===== config.mk =====
export PLATFORM = sky130hd
export DESIGN_NAME = gate_test_sequencer
export DESIGN_NICKNAME = d
export VERILOG_FILES = /design/src/rtl/gate_test_sequencer_pkg.sv /design/src/rtl/gate_test_sequencer_settle_counter.sv /design/src/rtl/gate_test_sequencer.sv
export SDC_FILE = /design/constraint.sdc
export NUM_CORES = 1
export LEC_CHECK = 0
export CAP_MARGIN = 20
export CORE_ASPECT_RATIO = 0.75
export CORE_MARGIN = 2
export CORE_UTILIZATION = 50
export DETAILED_ROUTE_END_ITERATION = 7
export HOLD_SLACK_MARGIN = 0.15
export PLACE_DENSITY = 0.76
export SYNTH_ARGS = -nofsm -noshare
export SYNTH_HDL_FRONTEND = slang
export SYNTH_SLANG_ARGS = --single-unit

===== constraint.sdc =====
create_clock -name clk -period 3.51 [get_ports clk]
set_clock_uncertainty 0.2 [all_clocks]
set_input_delay 1.053 -clock clk [delete_from_list [all_inputs] [get_ports clk]]
set_output_delay 1.053 -clock clk [all_outputs]
set_load 0.05 [all_outputs]

===== src/rtl/gate_test_sequencer_pkg.sv =====
// Shared types and constants for the gate-under-test sequencer.
package gate_test_sequencer_pkg;

  // Controller states. 2'd3 is unused and recovers to ST_IDLE.
  typedef enum logic [1:0] {
    ST_IDLE   = 2'd0,
    ST_SETTLE = 2'd1,
    ST_SAMPLE = 2'd2
  } state_e;

  // Expected truth tables of the lab gates; bit k is the output for input value k.
  localparam logic [1:0] TRUTH_NOT  = 2'b01;
  localparam logic [3:0] TRUTH_AND2 = 4'b1000;
  localparam logic [3:0] TRUTH_OR2  = 4'b1110;
  localparam logic [3:0] TRUTH_XOR2 = 4'b0110;

  // Width of the settle counter; it covers settle times up to 255 cycles.
  localparam int unsigned CNT_W = 8;

  // A sample is a mismatch when the observed GUT output differs from the table entry.
  function automatic logic is_mismatch(input logic observed, input logic expected);
    return observed ^ expected;
  endfunction

endpackage


===== src/rtl/gate_test_sequencer_settle_counter.sv =====
// Settle-time counter: synchronous clear, count enable, terminal count at SETTLE-1.
module gate_test_sequencer_settle_counter
  import gate_test_sequencer_pkg::*;
#(
  parameter int unsigned SETTLE = 4
) (
  input  logic clk,
  input  logic rst_n,
  input  logic clr_i,
  input  logic en_i,
  output logic tc_o
);

  localparam logic [CNT_W-1:0] TC_VAL  = CNT_W'(SETTLE - 1);
  localparam logic [CNT_W-1:0] CNT_ONE = CNT_W'(1);

  logic [CNT_W-1:0] cnt_q;
  logic [CNT_W-1:0] cnt_d;

  // Next count: clear wins over enable, otherwise hold.
  always_comb begin
    cnt_d = cnt_q;
    if (clr_i) begin
      cnt_d = '0;
    end else if (en_i) begin
      cnt_d = cnt_q + CNT_ONE;
    end else begin
      cnt_d = cnt_q;
    end
  end

  // Count register with asynchronous reset to zero.
  always_ff @(posedge clk or negedge rst_n) begin
    if (!rst_n) begin
      cnt_q <= '0;
    end else begin
      cnt_q <= cnt_d;
    end
  end

  assign tc_o = (cnt_q == TC_VAL);

endmodule


===== src/rtl/gate_test_sequencer.sv =====
// Steps a combinational gate-under-test through all input vectors, waits a
// settle time per vector, and checks the sampled output against a truth table.
module gate_test_sequencer
  import gate_test_sequencer_pkg::*;
#(
  parameter int unsigned         N_IN   = 1,
  parameter int unsigned         SETTLE = 4,
  parameter logic [2**N_IN-1:0]  TRUTH  = TRUTH_NOT
) (
  input  logic            clk,
  input  logic            rst_n,
  input  logic            start,
  input  logic            abort,
  output logic [N_IN-1:0] gut_in,
  input  logic            gut_out,
  output logic            busy,
  output logic            done,
  output logic            pass,
  output logic [N_IN:0]   err_count,
  output logic            fail_valid,
  output logic [N_IN-1:0] fail_vec
);

  localparam logic [N_IN-1:0] GIN_ONE  = N_IN'(1);
  localparam logic [N_IN-1:0] GIN_LAST = {N_IN{1'b1}};
  localparam logic [N_IN:0]   ERR_ONE  = (N_IN + 1)'(1);

  state_e          state_q;
  logic [N_IN-1:0] gut_in_q;
  logic            busy_q;
  logic            done_q;
  logic            pass_q;
  logic [N_IN:0]   err_count_q;
  logic            fail_valid_q;
  logic [N_IN-1:0] fail_vec_q;

  logic            cnt_clr_s;
  logic            cnt_en_s;
  logic            tc_s;
  logic            mismatch_s;
  logic            last_vec_s;
  logic [N_IN:0]   err_inc_s;

  gate_test_sequencer_settle_counter #(
    .SETTLE (SETTLE)
  ) u_settle_counter (
    .clk   (clk),
    .rst_n (rst_n),
    .clr_i (cnt_clr_s),
    .en_i  (cnt_en_s),
    .tc_o  (tc_s)
  );

  // Counter control: clear on run launch and after each sample, count while settling.
  always_comb begin
    cnt_clr_s = 1'b0;
    cnt_en_s  = 1'b0;
    case (state_q)
      ST_IDLE:   cnt_clr_s = start & ~abort;
      ST_SETTLE: cnt_en_s  = ~abort;
      ST_SAMPLE: cnt_clr_s = 1'b1;
      default:   cnt_clr_s = 1'b1;
    endcase
  end

  // Sample evaluation against the expected truth table.
  always_comb begin
    mismatch_s = is_mismatch(gut_out, TRUTH[gut_in_q]);
    last_vec_s = (gut_in_q == GIN_LAST);
    err_inc_s  = err_count_q + ERR_ONE;
  end

  // Run controller with registered outputs; abort overrides the current cycle's work.
  always_ff @(posedge clk or negedge rst_n) begin
    if (!rst_n) begin
      state_q      <= ST_IDLE;
      gut_in_q     <= '0;
      busy_q       <= 1'b0;
      done_q       <= 1'b0;
      pass_q       <= 1'b0;
      err_count_q  <= '0;
      fail_valid_q <= 1'b0;
      fail_vec_q   <= '0;
    end else begin
      done_q <= 1'b0;
      case (state_q)
        ST_IDLE: begin
          if (start && !abort) begin
            gut_in_q     <= '0;
            err_count_q  <= '0;
            fail_valid_q <= 1'b0;
            fail_vec_q   <= '0;
            pass_q       <= 1'b0;
            busy_q       <= 1'b1;
            state_q      <= ST_SETTLE;
          end else begin
            state_q <= ST_IDLE;
          end
        end
        ST_SETTLE: begin
          if (abort) begin
            busy_q   <= 1'b0;
            pass_q   <= 1'b0;
            gut_in_q <= '0;
            state_q  <= ST_IDLE;
          end else if (tc_s) begin
            state_q <= ST_SAMPLE;
          end else begin
            state_q <= ST_SETTLE;
          end
        end
        ST_SAMPLE: begin
          if (abort) begin
            busy_q   <= 1'b0;
            pass_q   <= 1'b0;
            gut_in_q <= '0;
            state_q  <= ST_IDLE;
          end else begin
            if (mismatch_s) begin
              err_count_q <= err_inc_s;
              if (!fail_valid_q) begin
                fail_vec_q   <= gut_in_q;
                fail_valid_q <= 1'b1;
              end
            end
            if (last_vec_s) begin
              busy_q  <= 1'b0;
              done_q  <= 1'b1;
              pass_q  <= ~mismatch_s & (err_count_q == '0);
              state_q <= ST_IDLE;
            end else begin
              gut_in_q <= gut_in_q + GIN_ONE;
              state_q  <= ST_SETTLE;
            end
          end
        end
        default: begin
          busy_q  <= 1'b0;
          state_q <= ST_IDLE;
        end
      endcase
    end
  end

  assign gut_in     = gut_in_q;
  assign busy       = busy_q;
  assign done       = done_q;
  assign pass       = pass_q;
  assign err_count  = err_count_q;
  assign fail_valid = fail_valid_q;
  assign fail_vec   = fail_vec_q;

endmodule


==> summary.md <==
| Metric | Value |
|---|---|
| Critical R2R Launch | state_q[0] |
| Slew headroom | 46.95% |
| ANT cells | 0 |
| Clock transition at the registers of the reported paths | 0.10 ns |
| # nets final | 114 |
| Crit path buf inv count | 1 |
| CTS root buf | clkbuf_4 |
| Crit-path cells | clkdlybuf4s50_1 |
| Vias in the first global route | 596 |
| Syn Nets | 98 |
| Largest family of logic cells by synthesized area | simple AND/OR/NAND/NOR gates |
| Final critical-path required period | 2.929 ns |
| Synth-to-Final Area Change | 19.18% |
| HP Class | reg -> reg |
| Placed wire-length estimate | 1172 µm |
| Via density | 5.480 |
| CTS Sinks | 18 |
| Fraction of layout cells with a size suffix above 1 | 4.762% |
| Via count | 696 |
| Max Fclk | 341.4 MHz |
| Htree depth | 1 |
| DRT Wirelength | 1650 µm |
| Synth Area in Compound Gates | 11.65% |
| Hold path endpoint | pass |
| Crit-path max FO | 9 |
| Pins Over Slew Limit | 0 |
| Post-layout util | 62.06% |
| Fin Setup TNS | 0 ns |
| RSZ-0062 raised after global routing | false |
| Ys flop type | dfrtp_1 |
| Slew @ Worst Pin | 0.7933 ns |
| CTS resizes | 0 |
| Crit-path slowest cell | clkdlybuf4s50_1 |
| Syn Inst Count | 91 |
| Final hold vios | 0 |
| Post-Synth Adder-Cell Area | 2.841% |
| Power Dens Cells | 426.2 mW/mm² |
| Site Rows | 13 |
| GRT Total Usage | 18.99% |
| Outcome | finished, final reports clean |
| WL/cell | 12.99 µm |
| Largest delay contributor family on the critical path | buffers and inverters |
| Initial antenna violation count | 0 |
| RePlAce Congestion | 0.7714 |
| DRC | 0 |
| Mapped cell area | 880.8 µm² |
| Most common cell after layout, fill and taps aside | dfrtp_1 |
| Netlist cell types | 30 |
| Chip Width | 52.47 µm |
| Num CTS Buffers | 3 |
| Longest Clk Path Bufs | 2 |
| Iteration-0 DRC Markers | 18 |
| Mux cell area share after synthesis | 0% |
| Number of synthesized flops with an enable pin | 0 |
| Number of buffers added on ports | 12 |
| Flops & latches, synth | 18 |
| FF-to-FF path depth | 3 |
| Avg Cell Area, Syn | 9.680 µm² |
| Xor-xnor portion of the synthesized cell area | 6.960% |
| Setup-failing EPs final | 0 |
| Critical R2R Capture | u_settle_counter.cnt_q[3] |
| Starting density of the core | 52.07% |
| CP max stage delay | 0.86 ns |
| Syn. warnings | 0 |
| WS Path Type | reg -> out |
| Chip height | 40.35 µm |
| TritonRoute pass-1 iters | 4 |
| Reg2reg setup slack | 1.76 ns |
| GRT overflow | 0 |
| Die area | 0.002117 mm² |
| Hold_buf cts | 0 |
| Critical Path Sink Type | output port |
| Largest net degree at the start of global routing | 19 |
| DRT antenna net count | 0 |
| Maximum vdd drop | 0.0003245 V |
| Post-synthesis sequential area ratio | 51.14% |
| Hold Path Depth | 1 |
| Hold Crit Start | pass |
| Skew-Pair Late Insertion Delay | 0.30 ns |
| CP arrival | 1.68 ns |
| Post-CTS Setup Repair Bufs | 0 |
| Max cap viols | 0 |
| Static leakage | 0.4763 nW |
| CP Data Required Time | 2.26 ns |
| Commonest cells after routing, fill and taps aside | dfrtp_1 (18), nand2_1 (12), clkdlybuf4s50_1 (12) |
| CTS tree | done |
| Hold slack | 0.3221 ns |
| Core Area | 0.001692 mm² |
| Critical path startpoint category | flop |
| Num ports | 13 |
| Period utilization | 83.45% |
| Simple-Gate Fraction of Synth Area | 23.86% |
| First-pass GRT wire length | 2649 µm |
| Asr flop ratio synth | 100.0% |
-- flip-flops by register name, summed over array words and instances, names as in the netlist --
| signal | count |
|---|---|
| pass | 1 |
| busy | 1 |
| done | 1 |
| err_count | 2 |
| fail_vec | 1 |
| fail_valid | 1 |
| state_q | 2 |
| gut_in | 1 |
| u_settle_counter.cnt_q | 8 |
-- power breakdown --
part	switching [mW]	internal [mW]	leakage [nW]
Sequential	0.0215	0.226	0.245
Clock	0.0630	0.0401	0.0138
Combinational	0.0542	0.0422	0.218
Total	0.139	0.309	0.476
-- worst register-to-register path: stages, from the launching register on --
cell and delay (ns):
dfrtp_1 0.49, or3b_1 0.47, or3_1 0.38, a21oi_1 0.14
-- cell usage after synthesis (3+ instances only) --
cell,instances,area [µm²]
nor2_1,8,30.03
xnor2_1,4,35.03
nand3_1,5,25.02
inv_1,4,15.01
nand2_1,12,45.04
xor2_1,3,26.28
a21oi_1,4,20.02
dfrtp_1,18,450.4
nand4_1,3,18.77
-- cell families after synthesis --
logic type                 count (synthesis)
and+or+nand+nor                           42
AOI/OAI and AO/OA                         15
adders and majority gates                  2
xor gates and xnor gates                   7
DFF                                       18
buffers and inverters                      7
-- metrics by stage --
stage	setup slack, ns	power (mW)	cell area, µm²	instances
detailed placement	0.6401	0.3494	1027	124
global placement	0.6823	0.3463	1027	124
CTS	0.5645	0.4528	1050	127
floorplan	1.227	0.3180	880.8	91
global route	0.5127	0.4752	1050	127
finish	0.5808	0.4474	1050	127
-- area by class of cell --
class | count | area (µm²)
fill | 150 | 641.9
sequential | 18 | 450.4
multi-input combinational | 66 | 399.1
timing repair buffer | 14 | 135.1
tap | 22 | 27.53
clock buffer | 3 | 22.52
inverter | 4 | 15.01
-- routing by layer --
layer,global-route usage (%),routed length [µm],vias up
met1,23.71,849,325
met2,27.81,675,14
met5,0,0,-
li1,-,-,352
met3,7.836,85,5
met4,11.54,40,0
-- worst max-delay path by stage --
stage / depth (start not counted) / from / slack (ns) / end
global placement: 5 / abort / 0.68 / u_settle_counter.cnt_q[5]
detailed placement: 5 / abort / 0.64 / u_settle_counter.cnt_q[5]
floorplan: 4 / abort / 1.23 / u_settle_counter.cnt_q[3]
finish: 1 / gut_in / 0.58 / gut_in
global route: 1 / gut_in / 0.51 / gut_in
CTS: 1 / gut_in / 0.56 / gut_in
(Power assumes the default switching activity.)
